File: src/rtl/timer.sv
// MM:SS free-running clock: a prescaler divides clk down to a one-second tick,
// and four cascaded BCD digit registers count 00:00..59:59 and wrap.
module timer #(
    parameter int TICKS_PER_SEC = 1
) (
    input  logic       clk,
    input  logic       reset,
    output logic [3:0] sec_units,
    output logic [2:0] sec_tens,
    output logic [3:0] min_units,
    output logic [2:0] min_tens
);

    localparam int PCNT_W = (TICKS_PER_SEC > 1) ? $clog2(TICKS_PER_SEC) : 1;
    localparam logic [PCNT_W-1:0] PCNT_MAX = PCNT_W'(TICKS_PER_SEC - 1);

    logic [PCNT_W-1:0] pcnt_r;
    logic [PCNT_W-1:0] pcnt_nxt_s;
    logic              tick_s;

    logic [3:0] sec_units_r, sec_units_nxt_s;
    logic [2:0] sec_tens_r,  sec_tens_nxt_s;
    logic [3:0] min_units_r, min_units_nxt_s;
    logic [2:0] min_tens_r,  min_tens_nxt_s;
    logic       sec_units_carry_s;
    logic       sec_tens_carry_s;
    logic       min_units_carry_s;

    // Prescaler: one tick every TICKS_PER_SEC edges, restarting from zero.
    always_comb begin
        pcnt_nxt_s = pcnt_r;
        tick_s     = 1'b0;
        if (pcnt_r == PCNT_MAX) begin
            pcnt_nxt_s = {PCNT_W{1'b0}};
            tick_s     = 1'b1;
        end else begin
            pcnt_nxt_s = pcnt_r + PCNT_W'(1'b1);
            tick_s     = 1'b0;
        end
    end

    // Digit cascade; >= comparisons also pull any illegal code back to zero.
    always_comb begin
        sec_units_nxt_s   = sec_units_r;
        sec_tens_nxt_s    = sec_tens_r;
        min_units_nxt_s   = min_units_r;
        min_tens_nxt_s    = min_tens_r;
        sec_units_carry_s = 1'b0;
        sec_tens_carry_s  = 1'b0;
        min_units_carry_s = 1'b0;

        if (tick_s) begin
            if (sec_units_r >= 4'd9) begin
                sec_units_nxt_s   = 4'd0;
                sec_units_carry_s = 1'b1;
            end else begin
                sec_units_nxt_s   = sec_units_r + 4'd1;
            end
        end else begin
            sec_units_nxt_s = sec_units_r;
        end

        if (sec_units_carry_s) begin
            if (sec_tens_r >= 3'd5) begin
                sec_tens_nxt_s   = 3'd0;
                sec_tens_carry_s = 1'b1;
            end else begin
                sec_tens_nxt_s   = sec_tens_r + 3'd1;
            end
        end else begin
            sec_tens_nxt_s = sec_tens_r;
        end

        if (sec_tens_carry_s) begin
            if (min_units_r >= 4'd9) begin
                min_units_nxt_s   = 4'd0;
                min_units_carry_s = 1'b1;
            end else begin
                min_units_nxt_s   = min_units_r + 4'd1;
            end
        end else begin
            min_units_nxt_s = min_units_r;
        end

        // The carry out of the minutes tens digit is dropped: 59:59 wraps to 00:00.
        if (min_units_carry_s) begin
            if (min_tens_r >= 3'd5) begin
                min_tens_nxt_s = 3'd0;
            end else begin
                min_tens_nxt_s = min_tens_r + 3'd1;
            end
        end else begin
            min_tens_nxt_s = min_tens_r;
        end
    end

    // State registers with synchronous active-low reset to 00:00.
    always_ff @(posedge clk) begin
        if (!reset) begin
            pcnt_r      <= {PCNT_W{1'b0}};
            sec_units_r <= 4'd0;
            sec_tens_r  <= 3'd0;
            min_units_r <= 4'd0;
            min_tens_r  <= 3'd0;
        end else begin
            pcnt_r      <= pcnt_nxt_s;
            sec_units_r <= sec_units_nxt_s;
            sec_tens_r  <= sec_tens_nxt_s;
            min_units_r <= min_units_nxt_s;
            min_tens_r  <= min_tens_nxt_s;
        end
    end

    assign sec_units = sec_units_r;
    assign sec_tens  = sec_tens_r;
    assign min_units = min_units_r;
    assign min_tens  = min_tens_r;

endmodule

File: config.mk
export PLATFORM = sky130hd
export DESIGN_NAME = timer
export DESIGN_NICKNAME = d
export VERILOG_FILES = /design/src/rtl/timer.sv
export SDC_FILE = /design/constraint.sdc
export NUM_CORES = 1
export LEC_CHECK = 0
export CORE_UTILIZATION = 49
export DETAILED_ROUTE_END_ITERATION = 16
export GPL_TIMING_DRIVEN = 0
export PLACE_DENSITY = 0.84
export SYNTH_ARGS = -nofsm -noshare
export SYNTH_HDL_FRONTEND = slang
export SYNTH_SLANG_ARGS = --single-unit
File: constraint.sdc
create_clock -name clk -period 1.85 [get_ports clk]
set_input_delay 0.37 -clock clk [delete_from_list [all_inputs] [get_ports clk]]
set_output_delay 0.37 -clock clk [all_outputs]
set_load 0.03 [all_outputs]
==> metrics.md, run 1 <==
| Metric | Value |
|---|---|
| Run status | completed |
| Post-synth cell types | 34 |
| Die footprint | between 1500 and 2000 sq um |
| Hold buffers post-CTS | 0 |
| WP data arrival | ~1.4 ns |
| Post-route DRC violation count | 0 |
| Area of placed instances | 993 sq um |
| RSZ-0062 raised after global routing | false |
| Post-Synthesis Cells | 87 |
| Critical path class | flip-flop to output pin |
| R2R depth | 6 |
| Antenna violations before repair | 0 |
| Syn nets | 99 |
| CTS sink cnt | 15 |
| CP cell instances | clkdlybuf4s50_1 |
| Die Width | 43.0 microns |
| Hpwl dp | 1.10 mm |
| Hold/Removal Path Class | flip-flop to flip-flop |
| Synth area leaders | dfxtp_1, ha_1, nor2_1 |
| First-pass GRT wire length | around 2.6 mm |
| Routed Wire Length | 1.50 mm |
| Max-slew violations | 0 |
| # setup viols final | 0 |
| Register bit total from synthesis | 15 |
| Post-CTS Setup Repair Bufs | 0 |
| CTS Buf Count | 3 |
| Initial DRC Count | 9 |
| Critical path's top delay family | buffers and inverters |
| P_leak | between 0.4 and 0.5 nW |
| Vias in the first global route | 610 |
| Cell Pwr Density | between 500 and 600 nW/um^2 |
| H-tree depth | 1 |
| Final worst setup slack | 0.0790 ns |
| Max-cap viol count | 0 |
| Routed len/inst | 12.3 microns |
| Power Total | 0.583 mW |
| RePlAce Congestion | 0.806 |
| Reg clk slew, reported paths | 0.09 ns |
| Tcrit/Tclk final | 95.7% |
| Routed via count | approximately 660 |
| Setup crit end kind | output pin |
| Clock Latency Late Sink | between 0.2 and 0.3 ns |
| Worst Setup EP | min_tens[0] |
| Minimum clock period | 1.77 ns |
| Port Buf Inserts | 15 |
| Critical path's slowest cell | clkdlybuf4s50_1 |
| Grt ovf | 0 |
| Avg Cell Area, Syn | 9.45 sq um |
| Area share of the largest cell type after synthesis | 36.5% |
| # IOs | 16 |
| Worst slew pin tran | 0.524 ns |
| TritonCTS clock tree | yes |
| Die Ht | 43.0 microns |
| Leading area contributor after synthesis | dfxtp_1 |
| FMAX | 565 MHz |
| Synthesis-to-layout area growth | 25.4% |
| Design area | 1030 sq um |
| Reg2reg end | min_tens[1]$_SDFFE_PN0P_ |
| Core area | 1540 sq um |
| Pre-CTS setup slack | 0.0409 ns |
| TritonRoute pass-1 iters | 3 |
| Mapped cell area | 822 sq um |
| Clock Skews | 0.00883 ns |
| Critical Path Max Stage Delay | ~0.7 ns |
| Worst r2r src | sec_units[0]$_SDFFE_PN0N_ |
| CTS Buffer Depth | 2 |
| Pin count of the biggest net entering global routing | 10 |
| Yosys Warn Count | 0 |
| Layout cells sized above 1 | about a tenth |
| CP Max Fanout | 6 |
| Worst R2R Setup Slack | 0.15 ns |
| CP startpoint | min_tens[0]$_SDFFE_PN0P_ |
| Final Hold Viols | 0 |
| CP required | approximately 1.5 ns |
| Nets | 119 |
| Row cnt | 14 |
| Initial Util | 53.3% |
| Setup TNS | 0 ns |
| Max VDD drop | 0.000392 V |
| N_diodes | 0 |
| Seq/Total Area, Yosys | 36.5% |
| Clk root buf | clkbuf_4 |
| Critical path depth | 1 |
| Bufs and invs on worst path | 1 |
| GRT Overall Usage | 18.4% |
| Relative slew slack | 64.8% |
| CP startpoint kind | flip-flop |
| Hold depth | 2 |
| Vias per cell | ~5.4 |
| Antenna Violating Nets Remaining | 0 |
| Post-CTS sizing | 0 |
## kinds of logic (layout without fill, tap and decap cells)
kind of cell | count (synthesis) | after routing | synth area share [%]
AND/OR/NAND/NOR | 30 | 30 | 22.5
AO/OA/AOI/OAI | 16 | 16 | 14.6
flip-flops | 15 | 15 | 36.5
adder cells (fa/ha/maj) | 10 | 10 | 15.2
buffers and inverters | 9 | 28 | 4.11
XOR/XNOR | 5 | 5 | 5.33
other | 1 | 1 | 0.456
multiplexers | 1 | 1 | 1.22
## through the flow
step	cells	hold WS (ns)	util, %
after floorplan	87	0.488	-
after global placement	118	0.493	64.4
after detailed placement	118	0.505	64.4
after CTS	122	0.526	66.2
after global routing	122	0.578	66.9
final	122	0.524	66.9
## worst min path at each step
stage	slack [ns]	startpoint	end
final	0.52	min_units[1]$_SDFFE_PN0P_	min_units[1]$_SDFFE_PN0P_
after global routing	0.58	min_units[1]$_SDFFE_PN0P_	min_units[1]$_SDFFE_PN0P_
after CTS	0.53	min_units[3]$_SDFFE_PN0P_	min_units[3]$_SDFFE_PN0P_
after detailed placement	0.50	min_units[3]$_SDFFE_PN0P_	min_units[3]$_SDFFE_PN0P_
after global placement	0.49	min_units[3]$_SDFFE_PN0P_	min_units[3]$_SDFFE_PN0P_
after floorplan	0.49	reset	sec_tens[1]$_SDFFE_PN0P_
## per-layer routing
layer | share of wire (%) | GRT usage [%] | wire length [microns] | vias up
met4 | 1.3 | 9.09 | 19 | 0
met5 | 0 | 0 | 0 | -
met1 | 51 | 24.2 | 767 | 310
li1 | - | - | - | 336
met2 | 45 | 29.4 | 672 | 9
met3 | 2.5 | 2.55 | 37 | 2
## state kept, by name, indices dropped and copies added, names as in the netlist
name	count
min_tens	3
min_units	4
sec_tens	3
sec_units	4
pcnt_r	1
## report_power, final
part	switching [mW]	internal (mW)	total, mW
Combinational	0.0317	0.0264	0.0581
Sequential	0.00981	0.329	0.339
Clock	0.102	0.0835	0.185
Total	0.143	0.439	0.583
## cell usage in the layout, fill, tap and decap left out, drive strengths merged, types with 3 or more instances in the layout
| master | Yosys | final |
|---|---|---|
| dfxtp | 15 | 15 |
| clkbuf | 0 | 4 |
| a21boi | 3 | 3 |
| nand2 | 3 | 3 |
| clkdlybuf4s50 | 0 | 14 |
| inv | 9 | 9 |
| ha | 10 | 10 |
| nor2 | 10 | 10 |
| o21ai | 3 | 3 |
| xor2 | 3 | 3 |
## layout make-up
type,instances,area (sq um)
flip-flops and latches,15,305
fillers,135,510
repair buffers,15,153
well taps,16,20.0
multi-input cells,63,493
clock buffers,4,26.3
inverters,9,33.8
## synthesized netlist by cell type
cell	n
o311a_2	1
a31oi_1	1
or4_1	2
nand2_1	3
and2b_1	1
inv_1	9
nor3_1	2
mux2i_1	1
o21a_1	1
a21oi_1	2
nor4_1	1
a21boi_1	2
xnor2_1	2
nand4_1	2
o211ai_1	1
xor2_1	3
a21o_1	1
o21ai_0	3
nor2b_1	1
or2b_1	1
ha_1	10
nor2b_4	1
and3b_1	1
a21boi_0	1
o31a_4	1
nor3b_1	1
or3b_2	1
dfxtp_1	15
o31ai_1	2
and3_1	1
nand3_4	1
conb_1	1
nand4b_1	1
nor2_1	10
(Power assumes the default switching activity.)
==> inputs of run 2 (changes only) <==
SLEW_MARGIN = 20   (was default)
==> results of run 2 <==
The final DEF is identical to that of run 1; final timing and power are the same.
